--- config.mk ---
export PLATFORM = sky130hd
export DESIGN_NAME = a_er_batch_scheduler
export DESIGN_NICKNAME = d
export VERILOG_FILES = /design/src/rtl/a_er_batch_scheduler.sv
export SDC_FILE = /design/constraint.sdc
export NUM_CORES = 1
export LEC_CHECK = 0
export ABC_CLOCK_PERIOD_IN_PS = 2700
export BUFFER_PORTS_ARGS = -buffer_cell sky130_fd_sc_hd__buf_2
export CORE_UTILIZATION = 25
export CTS_BUF_LIST = sky130_fd_sc_hd__clkbuf_8 sky130_fd_sc_hd__clkbuf_16
export DETAILED_ROUTE_END_ITERATION = 10
export HOLD_SLACK_MARGIN = 0.12
export SETUP_SLACK_MARGIN = 0.1
export SYNTH_ARGS = -nofsm -noshare
export SYNTH_HDL_FRONTEND = slang
export SYNTH_SLANG_ARGS = --single-unit
--- constraint.sdc ---
create_clock -name clk -period 2.7 [get_ports clk]
set_input_delay 0.135 -clock clk [delete_from_list [all_inputs] [get_ports clk]]
set_output_delay 0.135 -clock clk [all_outputs]
set_load 0.005 [all_outputs]
--- src/rtl/a_er_batch_scheduler.sv ---
// Alice-side ER batch scheduler: picks a full sifted-key half, runs all-frame ER on it,
// accumulates saturating batch totals, hands them to PA and releases the half.
module a_er_batch_scheduler #(
    parameter int LEAK_W  = 16,
    parameter int ERR_W   = 16,
    parameter int TOTAL_W = 32,
    parameter int CNT_W   = 8
) (
    input  logic               clk,
    input  logic               rst_n,
    input  logic               enable,
    input  logic [1:0]         buf_ready,
    output logic [1:0]         buf_release,
    output logic               er_start,
    output logic               er_addr_index,
    input  logic               er_finish,
    input  logic               frame_param_valid,
    input  logic [LEAK_W-1:0]  frame_leaked_info,
    input  logic [ERR_W-1:0]   frame_error_count,
    input  logic               frame_ev_fail,
    output logic               pa_req,
    input  logic               pa_ack,
    output logic [TOTAL_W-1:0] batch_leaked_total,
    output logic [TOTAL_W-1:0] batch_error_total,
    output logic [CNT_W-1:0]   batch_frame_count,
    output logic [CNT_W-1:0]   batch_fail_count,
    output logic               batch_ok,
    output logic               busy
);

    typedef enum logic [2:0] {IDLE, LAUNCH, RUN, REPORT, RELEASE} state_t;

    // Sum width covers the widest operand plus a carry so saturation can be detected.
    localparam int MAX_IN = (LEAK_W > ERR_W) ? LEAK_W : ERR_W;
    localparam int SUM_W  = ((TOTAL_W > MAX_IN) ? TOTAL_W : MAX_IN) + 1;

    state_t             state_q, state_d;
    logic               idx_q, idx_d;
    logic               last_q, last_d;
    logic [1:0]         mask_q, mask_d;
    logic [TOTAL_W-1:0] leak_q, leak_d;
    logic [TOTAL_W-1:0] err_q, err_d;
    logic [CNT_W-1:0]   frame_q, frame_d;
    logic [CNT_W-1:0]   fail_q, fail_d;

    logic [1:0]         rdy_eff;
    logic [SUM_W-1:0]   tot_max, leak_sum, err_sum;
    logic [TOTAL_W-1:0] leak_sat, err_sat;

    assign rdy_eff  = buf_ready & ~mask_q;
    assign tot_max  = SUM_W'({TOTAL_W{1'b1}});
    assign leak_sum = SUM_W'(leak_q) + SUM_W'(frame_leaked_info);
    assign err_sum  = SUM_W'(err_q) + SUM_W'(frame_error_count);
    assign leak_sat = (leak_sum > tot_max) ? '1 : leak_sum[TOTAL_W-1:0];
    assign err_sat  = (err_sum > tot_max) ? '1 : err_sum[TOTAL_W-1:0];

    always_comb begin
        state_d = state_q;
        idx_d   = idx_q;
        last_d  = last_q;
        mask_d  = '0;
        leak_d  = leak_q;
        err_d   = err_q;
        frame_d = frame_q;
        fail_d  = fail_q;
        case (state_q)
            IDLE: begin
                if (enable && (rdy_eff != 2'b00)) begin
                    idx_d   = (rdy_eff == 2'b11) ? ~last_q : rdy_eff[1];
                    leak_d  = '0;
                    err_d   = '0;
                    frame_d = '0;
                    fail_d  = '0;
                    state_d = LAUNCH;
                end
            end
            LAUNCH: state_d = RUN;
            RUN: begin
                if (frame_param_valid) begin
                    leak_d = leak_sat;
                    err_d  = err_sat;
                    if (frame_q != '1) frame_d = frame_q + CNT_W'(1);
                    if (frame_ev_fail && (fail_q != '1)) fail_d = fail_q + CNT_W'(1);
                end
                if (er_finish) state_d = REPORT;
            end
            REPORT: if (pa_ack) state_d = RELEASE;
            RELEASE: begin
                last_d  = idx_q;
                // Hide the just-released half for one IDLE cycle so sifting can drop its level.
                mask_d  = idx_q ? 2'b10 : 2'b01;
                state_d = IDLE;
            end
            default: state_d = IDLE;
        endcase
    end

    always_ff @(posedge clk) begin
        if (!rst_n) begin
            state_q <= IDLE;
            idx_q   <= 1'b0;
            last_q  <= 1'b1;
            mask_q  <= '0;
            leak_q  <= '0;
            err_q   <= '0;
            frame_q <= '0;
            fail_q  <= '0;
        end else begin
            state_q <= state_d;
            idx_q   <= idx_d;
            last_q  <= last_d;
            mask_q  <= mask_d;
            leak_q  <= leak_d;
            err_q   <= err_d;
            frame_q <= frame_d;
            fail_q  <= fail_d;
        end
    end

    assign er_start           = (state_q == LAUNCH);
    assign pa_req             = (state_q == REPORT);
    assign busy               = (state_q != IDLE);
    assign buf_release        = (state_q == RELEASE) ? {idx_q, ~idx_q} : 2'b00;
    assign er_addr_index      = idx_q;
    assign batch_leaked_total = leak_q;
    assign batch_error_total  = err_q;
    assign batch_frame_count  = frame_q;
    assign batch_fail_count   = fail_q;
    assign batch_ok           = (fail_q == '0) && (frame_q != '0);

endmodule

== Yosys cells after proc, flatten, opt, wreduce, memory -nomap -nowiden ==
Cells that the tools add are included.

* Register bits: 87
* Input bits: 41
* Output and inout port bits: 87
* Word-level logic and storage cells: 67

* Add/subtract/negate cells: 4
* Magnitude comparators: 2
* Eq/ne operators: 13
* Mux-type cells: 21
* Bitwise gates (word level): 4
* Reduce and logical (&&, ||, !) cells: 15

{| class="wikitable"
|+ Operators by type and width
! operator !! number
|-
| $mux 32 || 5
|-
| $pmux 32 s2 || 2
|-
| $add 32x16->33 || 2
|-
| $gt 33x32->1 const B || 2
|-
| $mux 8 || 5
|-
| $pmux 8 s2 || 2
|-
| $add 8x1->8 const B || 2
|-
| $ne 8x8->1 const B || 2
|-
| $pmux 3 s4 || 1
|-
| $ne 2x2->1 const B || 5
|-
| $mux 3 || 3
|-
| $logic_not 8->1 || 1
|-
| $reduce_and 4->1 || 2
|-
| $reduce_bool 8->1 || 1
|-
| $eq 3x2->1 const B || 2
|-
| $reduce_and 3->1 || 2
|-
| $mux 2 || 2
|-
| $reduce_and 2->1 || 2
|-
| $reduce_bool 2->1 || 2
|-
| $eq 3x1->1 const B || 1
|-
| $eq 3x3->1 const B || 1
|-
| $logic_and 1x1->1 || 3
|-
| $logic_not 3->1 || 1
|-
| $reduce_bool 3->1 || 1
|-
| other kinds (6) || 7
|}

== Depth between registers and ports, before layout ==
Gate-level depths: netlist (run 1).

* Depth after elaboration: 6
* Gate-level depth with buffers: 11
* Depth with buffers taken out: 10

== Least setup slack after synthesis (run 1) ==
Ideal clock, no wire load.

* Path type: flip-flop to flip-flop
* From: register err_q[0] (netlist: batch_error_total[0])
* To: register err_q[1] (netlist: batch_error_total[1])
* Library setup time: 0.089 ns
* Arrival time: 2.323 ns
* Required time: 2.611 ns
* Setup slack: 0.288 ns
* Stages on the path, launching flop included: 12
* Buffers on the path: 1
* Clock period less this slack: 2.412 ns
* Cell sequence: dfxtp_1 > ha_1 > inv_1 > fa_1 > nor2b_2 > o31a_1 > o211ai_2 > a21oi_4 > o211ai_2 > or2_1 > buf_4 > a311oi_2

* Word-level cells in the longest chain between the ends: 5

{| class="wikitable"
|+ RTL lines
! element !! RTL line !! text
|-
| from (decl) || 42 || <nowiki>logic [TOTAL_W-1:0] err_q, err_d;</nowiki>
|-
| from (signal assigned) || 114 || <nowiki>err_q <= err_d;</nowiki>
|-
| $add 32x16->33 (*) || 53 || <nowiki>assign err_sum = SUM_W'(err_q) + SUM_W'(frame_error_count);</nowiki>
|-
| $gt 33x32->1 || 55 || <nowiki>assign err_sat = (err_sum > tot_max) ? '1 : err_sum[TOTAL_W-1:0];</nowiki>
|-
| $mux 32 (*) || 55 ||
|-
| $mux 32 (*) || 79 || <nowiki>if (frame_param_valid) begin</nowiki>
|-
| $pmux 32 s2 (*) || 66 || <nowiki>case (state_q)</nowiki>
|}

Mark *: on every way between the ends. The rest lies on a longest branch, timed or not. The select of a mux whose other input is x is not followed.
A chain may end at the register's enable or synchronous reset.

== Final worst setup path (run 1) ==
* From: register err_q[0] (netlist: batch_error_total[0])
* To: register err_q[9] (netlist: batch_error_total[9])

Same word-level chain as after synthesis.

==> tab_implementation.tex, run 1 <==
\begin{tabular}{lr}
\hline
Metric & Value \\
\hline
\multicolumn{2}{l}{\textbf{Layout}} \\
\quad Net total in the final layout & 936 \\
\quad Signed area change from the synthesized netlist to the final layout & 25.96\% \\
\quad Finished layout cell area & 7498 um2 \\
\quad Layout filler cell count & about 2600 \\
\quad Fraction of final layout cells with drive strength greater than 1 & approximately 29\% \\
\quad Total inserted antenna cells & 0 \\
\multicolumn{2}{l}{\textbf{Synth}} \\
\quad EDFF count, synth & 0 \\
\quad Top area cells in the synthesized netlist & dfxtp\_1, ha\_1, a21oi\_1, nand2\_1, xor2\_1 \\
\quad Sequential element share of the synthesized area & between 20\% and 30\% \\
\quad Async S/R FF share, synth & 0\% \\
\quad Library cell with the highest instance count after synthesis & dfxtp\_1 \\
\quad Mean post-synth cell area & about 8.3 um2 \\
\quad Combined area of all synthesized cells & between 5000 and 6000 um2 \\
\quad Post-synth top area share & 29.26\% \\
\quad Most common library cells after synthesis & dfxtp\_1, a21oi\_1, nand2\_1, nor2\_1, ha\_1 \\
\quad Flip-flop and latch count after synthesis & 87 \\
\quad Library cell with the largest summed area after synthesis & dfxtp\_1 \\
\quad Most used flip-flop cell after synthesis & dfxtp\_1 \\
\quad Number of distinct standard cells referenced by the synthesized netlist & a little under 90 \\
\quad Ys Warns & 0 \\
\quad Syn nets & 792 \\
\quad Mapped Cells & between 700 and 800 \\
\multicolumn{2}{l}{\textbf{Clock network}} \\
\quad H-tree depth & 3 \\
\quad Clock tree from TritonCTS & yes \\
\quad \# clock sinks & 87 \\
\quad Worst-Skew Late Latency & 0.35 ns \\
\quad Clock transition time at the flip-flop clock pins of the worst setup and hold paths & 0.08 ns \\
\quad TritonCTS Buffers & 9 \\
\quad Bufs on Longest Clock Path & 2 \\
\quad Cell at the root of the clock tree & clkbuf\_16 \\
\multicolumn{2}{l}{\textbf{Die}} \\
\quad Core area & 23400 um2 \\
\quad Area of the die & between 20000 and 25000 um2 \\
\quad FP Rows & 56 \\
\quad IO Count & around 130 \\
\quad Vert. Die Dim & 156.3 um \\
\quad Initial Util & 25.44\% \\
\quad Horizontal die dimension & around 160 um \\
\multicolumn{2}{l}{\textbf{GRT}} \\
\quad First-pass GRT wire length & 29250 um \\
\quad Number of antenna violations at the first check in global routing & 0 \\
\quad Overflow after GRT & 0 \\
\quad Total global-route track usage & about 15\% \\
\quad Number of global-route vias before repair & approximately 5500 \\
\quad Maximum number of pins on one net before global-route repair & 37 \\
\multicolumn{2}{l}{\textbf{Routing}} \\
\quad Drt wl/cell & roughly 16 um \\
\quad Remaining antenna violation count after routing & 0 \\
\quad Initial detailed-routing violation count & 375 \\
\quad Via density per instance & slightly above 5 \\
\quad Total DRC errors in the routed layout & 0 \\
\quad Vias after detailed routing & $\sim$6000 \\
\quad Routed WL & 18480 um \\
\quad Number of search-and-repair iterations in the first detailed-routing pass & 5 \\
\multicolumn{2}{l}{\textbf{STA}} \\
\quad Setup TNS & 0 ns \\
\quad RSZ-0062 raised after global routing & true \\
\quad Clock tree skew after final layout & between 0.015 and 0.02 ns \\
\quad Part of the cycle the worst path needs & between 90\% and 100\% \\
\quad Number of hold violations in the final report & 0 \\
\quad Final Max Tran Viols & 0 \\
\quad Worst slew slack as a fraction of its limit & between 50\% and 60\% \\
\quad Endpoints failing setup & 0 \\
\quad Upper clock frequency limit & slightly below 400 MHz \\
\quad Least setup slack across all paths after layout & about 0.18 ns \\
\quad Measured slew at the worst slew-check pin & 0.6068 ns \\
\quad Minimum clock period & 2.523 ns \\
\multicolumn{2}{l}{\textbf{Place}} \\
\quad Dpl ws & 0.01397 ns \\
\quad Port Buffers & roughly 130 \\
\quad Detail Placement HPWL & between 10000 and 15000 um \\
\quad Standard cell area after detailed placement & roughly 7100 um2 \\
\quad RD Place Congestion & between 0.8 and 0.9 \\
\multicolumn{2}{l}{\textbf{Worst setup path}} \\
\quad Kind of end point of the critical path & register \\
\quad Highest net fanout along the worst path & 7 \\
\quad Worst EP arrival & around 2.7 ns \\
\quad Type of the worst setup path & reg -> reg \\
\quad Element type at the critical path start & register \\
\quad Register-to-register path setup slack & about 0.18 ns \\
\quad Data required time of the critical path & 2.92 ns \\
\multicolumn{2}{l}{\textbf{Power and ir drop}} \\
\quad Largest voltage drop on the vdd net & about 0.00027 V \\
\quad Tot Pwr & around 3800 uW \\
\quad Pwr Density & between 500 and 600 nW/um2 \\
\quad Leak & approximately 0.0033 uW \\
\multicolumn{2}{l}{\textbf{Job}} \\
\quad Max Cap Viol & 0 \\
\multicolumn{2}{l}{\textbf{Worst hold path}} \\
\quad Hold/Removal Path Class & in -> reg \\
\multicolumn{2}{l}{\textbf{Status}} \\
\quad Run status & finished clean \\
\hline
\end{tabular}
worst max-delay path, stage by stage, from the launching register on:
cell,delay [ns]
dfxtp_2,0.33
ha_1,0.19
inv_1,0.07
fa_2,0.23
nor2b_4,0.05
o31a_1,0.31
o211ai_2,0.22
a21oi_4,0.10
buf_6,0.14
a21o_4,0.23
buf_4,0.17
a211oi_1,0.26
nor3_2,0.08
placed cells by master (no fill, tap or decap), types with 13 or more instances in the layout:
cell type	count
inv_1	25
nor3_1	18
nand2_1	61
nor2_1	40
nand3_1	27
xnor2_1	13
nand4_1	17
a21oi_1	72
ha_1	35
buf_2	127
xor2_1	21
buf_4	30
o21ai_0	18
and3_1	24
dfxtp_1	85
area by class of cell:
| type | instances | area [um2] | share of cell area [%] |
|---|---|---|---|
| inverter | 26 | 97.59 | 1.302 |
| tap | 319 | 399.1 | 5.323 |
| clock buffer | 9 | 225.2 | 3.004 |
| timing repair buffer | 161 | 913.4 | 12.18 |
| multi-input combinational | 572 | 4049 | 54.00 |
| clock inverter | 7 | 70.07 | 0.9344 |
| sequential | 87 | 1744 | 23.26 |
what timing repair did:
action                     in CTS  in global routing
buffers inserted                0                  8
pin swaps                       0                  9
setup endpoints to repair      17                 47
hold endpoints to repair        1                  0
hold buffers                    1                  0
gates resized for setup         3                 15
report_power, final:
group	leakage [uW]	total [uW]	switching, uW	internal (uW)
Sequential	0.000704	1420	73.7	1350
Clock	0.000144	1290	633	657
Combinational	0.00246	1050	631	415
through the flow:
| stage | hold slack [ns] | utilization (%) | std cells |
|---|---|---|---|
| finish | 0.1638 | 32.04 | 1181 |
| global route | 0.1753 | 32.04 | 1181 |
| CTS | 0.1558 | 31.51 | 1173 |
| detailed placement | 0.4613 | 30.14 | 1156 |
| global placement | 0.4560 | 30.14 | 1156 |
| floorplan | 0.3241 | - | 713 |
registers in the layout (all words and copies together) (netlist names):
| register | flops |
|---|---|
| mask_q | 2 |
| state_q | 3 |
| batch_error_total | 32 |
| batch_leaked_total | 32 |
| batch_frame_count | 8 |
| last_q | 1 |
| batch_fail_count | 8 |
| er_addr_index | 1 |
cell families after synthesis:
| group | Yosys count | synth area share, % |
|---|---|---|
| AND/OR/NAND/NOR | 260 | 23.12 |
| AO/OA/AOI/OAI | 235 | 29.70 |
| flip-flops | 87 | 29.26 |
| buffers and inverters | 54 | 3.825 |
| adder cells (fa/ha/maj) | 38 | 8.239 |
| XOR/XNOR | 34 | 5.002 |
| multiplexers | 5 | 0.8617 |
path summary, 6_finish.rpt:
| kind | to | depth (start not counted) | startpoint |
|---|---|---|---|
| setup reg to reg | batch_error_total[9] | 12 | batch_error_total[0] |
| hold reg to reg | last_q | 2 | last_q |
| hold / removal | batch_error_total[0] | 3 | frame_error_count[0] |
| setup / recovery | batch_error_total[9] | 12 | batch_error_total[0] |
metal layers:
layer / global-route usage (%) / share of wire [%] / vias up
li1: - / - / 2985
met1: 18.78 / 45 / 2848
met2: 25.96 / 49 / 145
met3: 3.102 / 5.0 / 20
met4: 4.855 / 1.8 / 0
met5: 0 / 0 / -
No activity file was read; power rests on OpenSTA's default activity.
==> run 2: changes to the inputs <==
Settings changed: REMOVE_ABC_BUFFERS set to 1.
==> run 2 against run 1 <==
Via count down 0.43%. Combinational power about the same. Maximum frequency decreased by 0.75%. Core utilization down 0.21 points. Clock power is essentially flat. Sequential share of layout area is 0.14 points higher. Critical path depth is the same. Worst setup slack worse by 0.019 ns. Cell count shrank 0.59%. First-iteration DRC count is 5.1% lower. Power up 0.15%. Critical path type unchanged.
==> tab_implementation.tex, run 2 (synthesis results as in run 1) <==
\begin{tabular}{lr}
\hline
Metric & Value \\
\hline
\multicolumn{2}{l}{\textbf{Status}} \\
\quad Run status & finished clean (unchanged) \\
\multicolumn{2}{l}{\textbf{STA}} \\
\quad Minimum clock period & 2.542 ns (was 2.523 ns) \\
\quad Clock tree skew after final layout & 0.009123 ns (was 0.01540 ns) \\
\quad Setup TNS & 0 ns (unchanged) \\
\quad Part of the cycle the worst path needs & 94.16\% (was 93.45\%) \\
\quad RSZ-0062 raised after global routing & true (unchanged) \\
\quad Worst slew slack as a fraction of its limit & 60.86\% (was 59.55\%) \\
\quad Measured slew at the worst slew-check pin & 0.5870 ns (was 0.6068 ns) \\
\quad Final Max Tran Viols & 0 (unchanged) \\
\quad Upper clock frequency limit & 393.4 MHz (was 396.3 MHz) \\
\quad Least setup slack across all paths after layout & 0.1578 ns (was 0.1769 ns) \\
\quad Number of hold violations in the final report & 0 (unchanged) \\
\quad Endpoints failing setup & 0 (unchanged) \\
\multicolumn{2}{l}{\textbf{Layout}} \\
\quad Net total in the final layout & 929 (was 936) \\
\quad Total inserted antenna cells & 0 (unchanged) \\
\quad Signed area change from the synthesized netlist to the final layout & 25.14\% (was 25.96\%) \\
\quad Layout filler cell count & 2561 (was 2551) \\
\quad Register Area & 1743 um2 (was 1744 um2) \\
\quad Multi-input logic area & 4048 um2 (was 4049 um2) \\
\quad Commonest cells after routing, fill and taps aside & buf\_2, dfxtp\_1, a21oi\_1 (unchanged) \\
\quad Fraction of final layout cells with drive strength greater than 1 & 28.30\% (was 28.65\%) \\
\quad Most common cell after layout, fill and taps aside & buf\_2 (unchanged) \\
\multicolumn{2}{l}{\textbf{Routing}} \\
\quad Number of search-and-repair iterations in the first detailed-routing pass & 5 (unchanged) \\
\quad Initial detailed-routing violation count & 356 (was 375) \\
\quad Drt wl/cell & 15.72 um (was 15.65 um) \\
\quad Total DRC errors in the routed layout & 0 (unchanged) \\
\quad Vias after detailed routing & 5972 (was 5998) \\
\quad Remaining antenna violation count after routing & 0 (unchanged) \\
\quad Routed WL & 18460 um (was 18480 um) \\
\quad Via density per instance & 5.087 (was 5.079) \\
\multicolumn{2}{l}{\textbf{Clock network}} \\
\quad TritonCTS Buffers & 9 (unchanged) \\
\quad Worst-Skew Late Latency & 0.36 ns (was 0.35 ns) \\
\quad Clock tree from TritonCTS & yes (unchanged) \\
\quad H-tree depth & 3 (unchanged) \\
\quad \# clock sinks & 87 (unchanged) \\
\quad Clock transition time at the flip-flop clock pins of the worst setup and hold paths & 0.08 ns (about the same) \\
\quad Cell at the root of the clock tree & clkbuf\_16 (unchanged) \\
\quad Bufs on Longest Clock Path & 2 (unchanged) \\
\multicolumn{2}{l}{\textbf{GRT}} \\
\quad Met3 Track Usage GR & 2.409\% (was 3.102\%) \\
\quad First-pass GRT wire length & 29320 um (was 29250 um) \\
\quad Peak-usage layer in the global routing report & met2 (unchanged) \\
\quad Number of antenna violations at the first check in global routing & 0 (unchanged) \\
\quad Overflow after GRT & 0 (unchanged) \\
\quad GR Layer Usage met2 & 25.15\% (was 25.96\%) \\
\quad Maximum number of pins on one net before global-route repair & 37 (unchanged) \\
\quad Number of global-route vias before repair & 5606 (was 5528) \\
\quad GRT met1 Usage & 19.67\% (was 18.78\%) \\
\quad Total global-route track usage & 15.16\% (was 15.12\%) \\
\multicolumn{2}{l}{\textbf{Power and ir drop}} \\
\quad Tot Pwr & 3764 uW (was 3758 uW) \\
\quad Leak & 0.003253 uW (was 0.003307 uW) \\
\quad Largest voltage drop on the vdd net & 0.0002755 V (was 0.0002673 V) \\
\quad Pwr Density & 505.2 nW/um2 (was 501.1 nW/um2) \\
\multicolumn{2}{l}{\textbf{Die}} \\
\quad IO Count & 128 (unchanged) \\
\quad FP Rows & 56 (unchanged) \\
\quad Core area & 23400 um2 (unchanged) \\
\quad Horizontal die dimension & 156.3 um (unchanged) \\
\quad Initial Util & 25.44\% (unchanged) \\
\quad Area of the die & 24430 um2 (unchanged) \\
\quad Vert. Die Dim & 156.3 um (unchanged) \\
\multicolumn{2}{l}{\textbf{Worst setup path}} \\
\quad Data required time of the critical path & 2.99 ns (was 2.92 ns) \\
\quad Worst EP arrival & 2.84 ns (was 2.74 ns) \\
\quad Highest net fanout along the worst path & 5 (was 7) \\
\quad Type of the worst setup path & reg -> reg (unchanged) \\
\quad Kind of end point of the critical path & register (unchanged) \\
\quad Element type at the critical path start & register (unchanged) \\
\multicolumn{2}{l}{\textbf{Job}} \\
\quad Max Cap Viol & 0 (unchanged) \\
\multicolumn{2}{l}{\textbf{Place}} \\
\quad Detail Placement HPWL & 13540 um (was 13720 um) \\
\quad RD Place Congestion & 0.8502 (was 0.8411) \\
\quad Dpl ws & 0.01850 ns (was 0.01397 ns) \\
\quad Port Buffers & 127 (unchanged) \\
\multicolumn{2}{l}{\textbf{Worst hold path}} \\
\quad Hold/Removal Path Class & in -> reg (unchanged) \\
\hline
\end{tabular}
[run 2: what timing repair did]
item / 4_1_cts / 5_1_grt
hold buffers: 1 / 0
hold endpoints to repair: 2 / 0
cloned: 0 / 1
setup buffers: 0 / 5
pin swaps: 0 / 13
resized for setup: 3 / 18
endpoints found under the setup margin: 21 / 41
[run 2: critical path, cell delays in order (launching register included)]
cell and delay (ns):
dfxtp_2 0.36, ha_4 0.14, inv_2 0.04, fa_2 0.41, nor2b_4 0.14, o31a_1 0.19
o211ai_2 0.15, a21oi_4 0.26, o211ai_2 0.14, buf_6 0.16, buf_4 0.12, or3_1 0.30
nand3_1 0.07
[run 2: power by group]
part           leakage [uW]  switching [uW]  internal, uW
Sequential         0.000703            74.0          1350
Clock              0.000145             641           658
Combinational       0.00240             628           415
Total               0.00325            1340          2420
[run 2: layout make-up]
class,count,share of cell area [%]
multi-input combinational,572,54.33
sequential,87,23.40
timing repair buffer,154,11.57
tap,319,5.358
clock buffer,9,3.023
inverter,26,1.310
clock inverter,7,1.008
[run 2: through the flow]
step                area, um2  std cells  hold slack, ns  utilization (%)
global placement         7028       1151          0.4421            30.03
finish                   7450       1174          0.1470            31.83
global route             7450       1174          0.1610            31.83
floorplan                5823        685          0.1969                -
CTS                      7348       1168          0.1391            31.40
detailed placement       7028       1151          0.4536            30.03
[run 2: path summary, 6_finish.rpt]
check	cells past startpoint	slack [ns]	to	startpoint
min reg2reg	2	0.46	batch_leaked_total[10]	batch_leaked_total[10]
max	12	0.16	batch_error_total[24]	batch_error_total[0]
max reg2reg	12	0.16	batch_error_total[24]	batch_error_total[0]
min	3	0.15	batch_leaked_total[27]	rst_n
[run 2: per-layer routing]
metal | routed length, um | vias up
met5 | 0 | -
met4 | 486 | 0
met3 | 654 | 31
met2 | 8714 | 134
met1 | 8604 | 2833
li1 | - | 2974
